### src/rtl/mux8_rr_arbiter_pkg.sv
// Shared constants and types for the 8-way round-robin mux arbiter.
package mux8_arb_pkg;

  localparam int N                = 8;
  localparam int SELW             = 3;
  localparam int DEFAULT_MAX_HOLD = 16;

  typedef enum logic {
    IDLE  = 1'b0,
    GRANT = 1'b1
  } arb_state_t;

endpackage

### src/rtl/mux8_rr_arbiter_if.sv
// Request/grant bundle between the requesters (master) and the arbiter (slave).
interface mux8_rr_arbiter_if;

  logic [mux8_arb_pkg::N-1:0]    req;
  logic [mux8_arb_pkg::N-1:0]    gnt;
  logic [mux8_arb_pkg::SELW-1:0] sel;
  logic                          busy;

  modport master (output req, input gnt, input sel, input busy);
  modport slave  (input req, output gnt, output sel, output busy);

endinterface

### src/rtl/mux8_rr_arbiter_rr_pick8.sv
// Combinational round-robin pick: first set request at or after 'start', wrapping 7->0.
module rr_pick8
  import mux8_arb_pkg::*;
(
  input  logic [N-1:0]    req,
  input  logic [SELW-1:0] start,
  output logic            found,
  output logic [SELW-1:0] idx
);

  logic [2*N-1:0]  doubled;
  logic [N-1:0]    rotated;
  logic [SELW-1:0] offset;

  // Bit i of the rotated vector is request (start + i) mod 8.
  assign doubled = {req, req};
  assign rotated = doubled[start +: N];

  always_comb begin
    found  = 1'b0;
    offset = '0;
    for (int i = N - 1; i >= 0; i--) begin
      if (rotated[i]) begin
        found  = 1'b1;
        offset = SELW'(i);
      end
    end
  end

  assign idx = start + offset;

endmodule

### src/rtl/mux8_rr_arbiter.sv
// Round-robin arbiter driving the select of a shared 8-to-1 mux, with a bounded hold time.
module mux8_rr_arbiter
  import mux8_arb_pkg::*;
#(
  parameter int MAX_HOLD = DEFAULT_MAX_HOLD
)
(
  input logic               clk,
  input logic               rst,
  mux8_rr_arbiter_if.slave  bus
);

  localparam int HCW = (MAX_HOLD > 1) ? $clog2(MAX_HOLD) : 1;

  arb_state_t      state, state_nxt;
  logic [N-1:0]    gnt, gnt_nxt;
  logic [SELW-1:0] sel, sel_nxt;
  logic [SELW-1:0] last, last_nxt;
  logic [HCW-1:0]  hold_cnt, hold_cnt_nxt;

  logic            pick_found;
  logic [SELW-1:0] pick_idx;
  logic            hold_ok;

  // While granted last==sel, so starting at last+1 covers idle, release and timeout alike.
  rr_pick8 u_pick (
    .req   (bus.req),
    .start (last + 1'b1),
    .found (pick_found),
    .idx   (pick_idx)
  );

  assign hold_ok = (MAX_HOLD == 0) || (int'(hold_cnt) < MAX_HOLD - 1);

  always_ff @(posedge clk) begin
    if (rst) begin
      state    <= IDLE;
      gnt      <= '0;
      sel      <= '0;
      last     <= SELW'(N - 1);
      hold_cnt <= '0;
    end else begin
      state    <= state_nxt;
      gnt      <= gnt_nxt;
      sel      <= sel_nxt;
      last     <= last_nxt;
      hold_cnt <= hold_cnt_nxt;
    end
  end

  always_comb begin
    state_nxt    = state;
    gnt_nxt      = gnt;
    sel_nxt      = sel;
    last_nxt     = last;
    hold_cnt_nxt = hold_cnt;

    case (state)
      IDLE: begin
        if (pick_found) begin
          state_nxt    = GRANT;
          gnt_nxt      = N'(1) << pick_idx;
          sel_nxt      = pick_idx;
          last_nxt     = pick_idx;
          hold_cnt_nxt = '0;
        end
      end

      GRANT: begin
        if (bus.req[sel] && hold_ok) begin
          if (hold_cnt != {HCW{1'b1}}) begin
            hold_cnt_nxt = hold_cnt + 1'b1;
          end
        end else if (pick_found) begin
          // A timed-out owner that is the only requester wins again here.
          gnt_nxt      = N'(1) << pick_idx;
          sel_nxt      = pick_idx;
          last_nxt     = pick_idx;
          hold_cnt_nxt = '0;
        end else begin
          state_nxt    = IDLE;
          gnt_nxt      = '0;
          hold_cnt_nxt = '0;
        end
      end

      default: begin
        state_nxt = IDLE;
        gnt_nxt   = '0;
      end
    endcase
  end

  assign bus.gnt  = gnt;
  assign bus.sel  = sel;
  assign bus.busy = |gnt;

endmodule

### src/flat_wrapper.sv
// flat-port wrapper written by rule: the top's interface ports become plain ports
module mux8_rr_arbiter_flat import mux8_arb_pkg::*;
#(
  parameter int MAX_HOLD = DEFAULT_MAX_HOLD
)
  (clk, rst, bus_req, bus_gnt, bus_sel, bus_busy);
  mux8_rr_arbiter_if bus_i ();
  input logic clk;
  input logic rst;
  input wire logic [$bits(bus_i.req)-1:0] bus_req;
  output wire logic [$bits(bus_i.gnt)-1:0] bus_gnt;
  output wire logic [$bits(bus_i.sel)-1:0] bus_sel;
  output wire logic [$bits(bus_i.busy)-1:0] bus_busy;
  assign bus_i.req = bus_req;
  assign bus_gnt = bus_i.gnt;
  assign bus_sel = bus_i.sel;
  assign bus_busy = bus_i.busy;
  mux8_rr_arbiter #(.MAX_HOLD(MAX_HOLD)) u_core (.clk(clk), .rst(rst), .bus(bus_i));
endmodule
### config.mk
export PLATFORM = sky130hd
export DESIGN_NAME = mux8_rr_arbiter_flat
export DESIGN_NICKNAME = d
export VERILOG_FILES = /design/src/rtl/mux8_rr_arbiter_pkg.sv /design/src/rtl/mux8_rr_arbiter_if.sv /design/src/rtl/mux8_rr_arbiter_rr_pick8.sv /design/src/rtl/mux8_rr_arbiter.sv /design/src/flat_wrapper.sv
export SDC_FILE = /design/constraint.sdc
export NUM_CORES = 1
export LEC_CHECK = 0
export CORE_MARGIN = 2
export CORE_UTILIZATION = 40
export CTS_CLUSTER_DIAMETER = 60
export DETAILED_ROUTE_END_ITERATION = 8
export PLACE_DENSITY = 0.66
export SYNTH_ARGS = -nofsm -noshare
export SYNTH_HDL_FRONTEND = slang
export SYNTH_SLANG_ARGS = --single-unit
### constraint.sdc
create_clock -name clk -period 7.6 [get_ports clk]
set_input_delay 1.9 -clock clk [delete_from_list [all_inputs] [get_ports clk]]
set_output_delay 1.9 -clock clk [all_outputs]
set_load 0.005 [all_outputs]
==> flow_summary.rst <==
.. list-table::
   :header-rows: 1

   * - Metric
     - Value
   * - Fill count
     - 376
   * - Arrival time reported for the critical path endpoint
     - 5.49 ns
   * - Post-synthesis to final-layout area growth
     - 15.2%
   * - Wire length after detailed routing
     - 3.88 mm
   * - Highest ir drop seen on vdd
     - 0.270 mV
   * - Nature of the critical path startpoint
     - input pin
   * - Ranking of synthesized cells by instance count
     - sky130_fd_sc_hd__dfxtp_1, sky130_fd_sc_hd__nor2_1, sky130_fd_sc_hd__a21oi_1
   * - Top-count cell post-synth
     - sky130_fd_sc_hd__dfxtp_1
   * - Register-to-Register Path Depth
     - 14
   * - Number of remaining DRC errors
     - 0
   * - Synthesized-area fraction occupied by xor and xnor cells
     - 0.0109
   * - CP bufs+invs
     - 2
   * - Path type of the worst min-delay path
     - register to register
   * - Number of nets with antenna violations after detailed routing
     - 0
   * - Standby leakage power
     - 0.668 nW
   * - Remaining max-slew budget at the tightest pin
     - 0.351
   * - Crit path cell chain
     - clkdlybuf4s50_1 -> mux4_2 -> nor2b_1 -> a211oi_1 -> o32ai_1 -> o211ai_1 -> a31oi_1 -> ha_1 -> inv_1 -> fa_1 -> a21o_1 -> a21oi_1 -> a211oi_4 -> a211o_1
   * - Yosys top cell by area
     - sky130_fd_sc_hd__dfxtp_1
   * - Final critical path time including I/O delays and setup
     - 5.35 ns
   * - Result of the run
     - complete, no violations
   * - Overall die width
     - 67.3 µm
   * - Placed Instance Area
     - 1800 µm²
   * - Buffer type at the clock tree root
     - sky130_fd_sc_hd__clkbuf_8
   * - Number of global-route vias before repair
     - 1429
   * - Switching power summed over all nets
     - 0.383 mW
   * - Clock buffers created by TritonCTS
     - 3
   * - Fraction of the mapped netlist area in simple logic gates
     - 0.221
   * - # resized after CTS
     - 0
   * - Initial DRC count
     - 166
   * - Pin count of the biggest net entering global routing
     - 28
   * - Wire length of the first global-routing pass
     - 6.74 mm
   * - Adder-cell area share of the yosys netlist
     - 0.0359
   * - YS warnings
     - 0
   * - Detailed placement HPWL
     - 2.88 mm
   * - Min-Delay Startpoint
     - u_core.last[1]
   * - Total via count in the routed design
     - 1497
   * - Final Hold Viols
     - 0
   * - Final-report max-slew violation count
     - 0
   * - Unrepaired setup endpoints after global routing
     - false
   * - Global route total overflow
     - 0
   * - Ports
     - 22
   * - Number of nets in the finished design
     - 209
   * - Crit Reg-Reg Startpoint
     - u_core.last[0]
   * - Maximum level of the CTS H-tree
     - 1
   * - Global-route total usage across every layer
     - 0.190
   * - Setup-failing EPs final
     - 0
   * - Starting density of the core
     - 0.428
   * - Multi-input gate area in the final layout
     - 1110 µm²
   * - Routed wire length per instance
     - 16.0 µm
   * - Primary flip-flop cell chosen by synthesis mapping
     - sky130_fd_sc_hd__dfxtp_1
   * - Internal cell power
     - 0.433 mW
   * - Finished Cell Area
     - 1840 µm²
   * - Flip-flop and latch count after synthesis
     - 19
   * - Largest fanout on the critical path
     - 10
   * - Part of the power in registers
     - 0.186
   * - Clock insertion delay at the later pin of the skew report
     - 0.25 ns
   * - Final period util
     - 0.704
   * - Power density normalized to cell area
     - 442 nW/µm²
   * - Combinational family with the most area after synthesis
     - compound AO/OA/AOI/OAI gates
   * - Cell with the biggest individual delay on the critical path
     - sky130_fd_sc_hd__clkdlybuf4s50_1
   * - Floorplan row count
     - 22
   * - Buffers inserted during post-CTS setup optimization
     - 0
   * - Share of total power in the clock network
     - 0.084
   * - Hold Path Cell Cnt
     - 2
   * - Detailed-router iteration count before antenna repair
     - 4
   * - Smallest hold slack
     - 0.485 ns
   * - Routability Congestion
     - 0.889
   * - Sequential element share of the synthesized area
     - 0.238
   * - Clock transition at the registers of the reported paths
     - 0.07 ns
   * - Worst hold endpoint
     - u_core.last[1]
   * - Setup tns final
     - 0 ns
   * - Post-Syn Nets
     - 197
   * - Worst flop-to-flop path endpoint
     - u_core.last[2]
   * - Number of flops mapped to enable cells by yosys
     - 0
   * - Register area
     - 380 µm²
   * - Multiplexer share of the synthesized area
     - 0.192
   * - Share of async-settable or async-resettable flops after synthesis
     - 0
   * - Number of distinct library cell variants in the gate-level netlist after synthesis
     - 49
   * - Clock tree skew after final layout
     - 0.00260 ns
   * - Clock tree from TritonCTS
     - yes
   * - Die height
     - 67.3 µm
   * - Critical setup path kind
     - input pin to register
   * - CTS Buffer Depth
     - 2
   * - Initial antenna violation count
     - 0
   * - Main area contributors after synthesis
     - sky130_fd_sc_hd__dfxtp_1, sky130_fd_sc_hd__mux4_2, sky130_fd_sc_hd__nor2_1, sky130_fd_sc_hd__a21oi_1, sky130_fd_sc_hd__mux2i_1
   * - Share of final-layout standard cells stronger than drive strength 1
     - 0.0979
   * - Post-DR vias/cell
     - 6.19
   * - ANT cells
     - 0
   * - Per-instance average area after synthesis
     - 8.75 µm²
   * - Total number of cells along the worst setup path
     - 14
   * - Combinational power share
     - 0.730
   * - Kind of cell adding the most delay to the critical path
     - compound AO/OA/AOI/OAI gates
   * - Die area
     - 4530 µm²
   * - Gate Count Post-Synth
     - 183
   * - Maxcap violations
     - 0
   * - Switching Share
     - 0.469
   * - Cts hold-fix bufs
     - 0
   * - F_max
     - 187 MHz
   * - Compound-cell area share of the yosys netlist
     - 0.236
   * - Slew at the pin closest to its max-slew limit
     - 0.966 ns
   * - CP peak stage delay
     - 0.58 ns
   * - Type of destination of the critical path
     - register
   * - Yosys top cell area share
     - 0.238
   * - Post-synthesis cell area
     - 1600 µm²
   * - Final cell utilization of the core
     - 0.493
   * - TritonCTS sink count
     - 19
   * - R2R setup slack
     - 2.96 ns
   * - Area inside the core boundary
     - 3740 µm²
   * - Required time at the endpoint of the critical path
     - 7.74 ns
   * - Worst Setup SP
     - bus_req[0]
   * - Number of I/O port buffers
     - 21
## cells in the final DEF, fill, tap and decap left out, types with 3 or more instances in the layout
cell type	synthesis	routed
sky130_fd_sc_hd__nor2b_1	4	4
sky130_fd_sc_hd__a21oi_1	12	12
sky130_fd_sc_hd__nor4b_1	3	3
sky130_fd_sc_hd__dfxtp_1	19	19
sky130_fd_sc_hd__clkdlybuf4s50_1	0	21
sky130_fd_sc_hd__clkbuf_8	0	3
sky130_fd_sc_hd__mux4_2	6	6
sky130_fd_sc_hd__ha_1	3	3
sky130_fd_sc_hd__a32o_1	4	4
sky130_fd_sc_hd__o21ai_0	5	5
sky130_fd_sc_hd__o2bb2ai_1	4	4
sky130_fd_sc_hd__mux2i_1	6	6
sky130_fd_sc_hd__mux2_2	4	4
sky130_fd_sc_hd__nor3b_1	3	3
sky130_fd_sc_hd__a211o_1	3	3
sky130_fd_sc_hd__o32ai_1	3	3
sky130_fd_sc_hd__nor4_1	4	4
sky130_fd_sc_hd__a2111oi_0	3	3
sky130_fd_sc_hd__nor2_1	17	17
sky130_fd_sc_hd__nand3_1	4	4
sky130_fd_sc_hd__nand2_1	10	10
sky130_fd_sc_hd__nor3_1	9	9
sky130_fd_sc_hd__o21a_1	3	3
sky130_fd_sc_hd__inv_1	9	9
sky130_fd_sc_hd__o211ai_1	3	3
## worst reg2reg max path: cells and delay by family (launching register included)
family / cells / cell delay (ns)
AOI/OAI and AO/OA: 8 / 1.68
DFF: 1 / 0.80
adders and majority gates: 3 / 1.39
muxes: 1 / 0.46
buffers and inverters: 1 / 0.05
and+or+nand+nor: 1 / 0.17
## per-layer routing
layer / global-route usage / share of wire / up-vias
li1: - / - / 724
met1: 0.266 / 0.48 / 740
met2: 0.307 / 0.49 / 33
met3: 0.0283 / 0.032 / 0
met4: 0.0485 / 0 / 0
met5: 0 / 0 / -
## flip-flops by register name, indices dropped and copies added, names as in the netlist
register	flops
u_core.bus.gnt	8
u_core.hold_cnt	4
u_core.bus.sel	3
u_core.last	3
u_core.state	1
## worst max-delay path by stage
stage,slack (ns),to
finish,2.25,u_core.last[2]
floorplan,2.75,u_core.last[2]
CTS,2.28,u_core.last[2]
global placement,2.13,u_core.last[2]
global route,2.09,u_core.last[2]
detailed placement,2.03,u_core.last[2]
## logic make-up after synthesis
| group | after synthesis |
|---|---|
| adder cells (fa/ha/maj) | 4 |
| XOR/XNOR | 2 |
| AND/OR/NAND/NOR | 66 |
| buffers and inverters | 23 |
| multiplexers | 19 |
| flip-flops | 19 |
| AO/OA/AOI/OAI | 50 |
## power groups by stage
stage | Clock, mW | Combinational [mW] | Sequential (mW)
final | 0.0686 | 0.596 | 0.151
after global routing | 0.0762 | 0.667 | 0.155
after CTS | 0.0709 | 0.592 | 0.151
after detailed placement | 0 | 0.589 | 0.153
after global placement | 0 | 0.584 | 0.153
after floorplan | 0 | 0.493 | 0.138
## cell type report
type                    instances  area share
multi-input cells             141       0.604
flip-flops and latches         19       0.206
repair buffers                 21       0.114
well taps                      48      0.0326
clock buffers                   4      0.0244
inverters                       9      0.0183
## through the flow
stage	setup WS (ns)	instances	total power [mW]
finish	2.25	242	0.816
global route	2.09	242	0.898
CTS	2.28	242	0.814
detailed placement	2.03	238	0.743
global placement	2.13	238	0.737
floorplan	2.75	183	0.631
No activity file was read; power rests on OpenSTA's default activity.
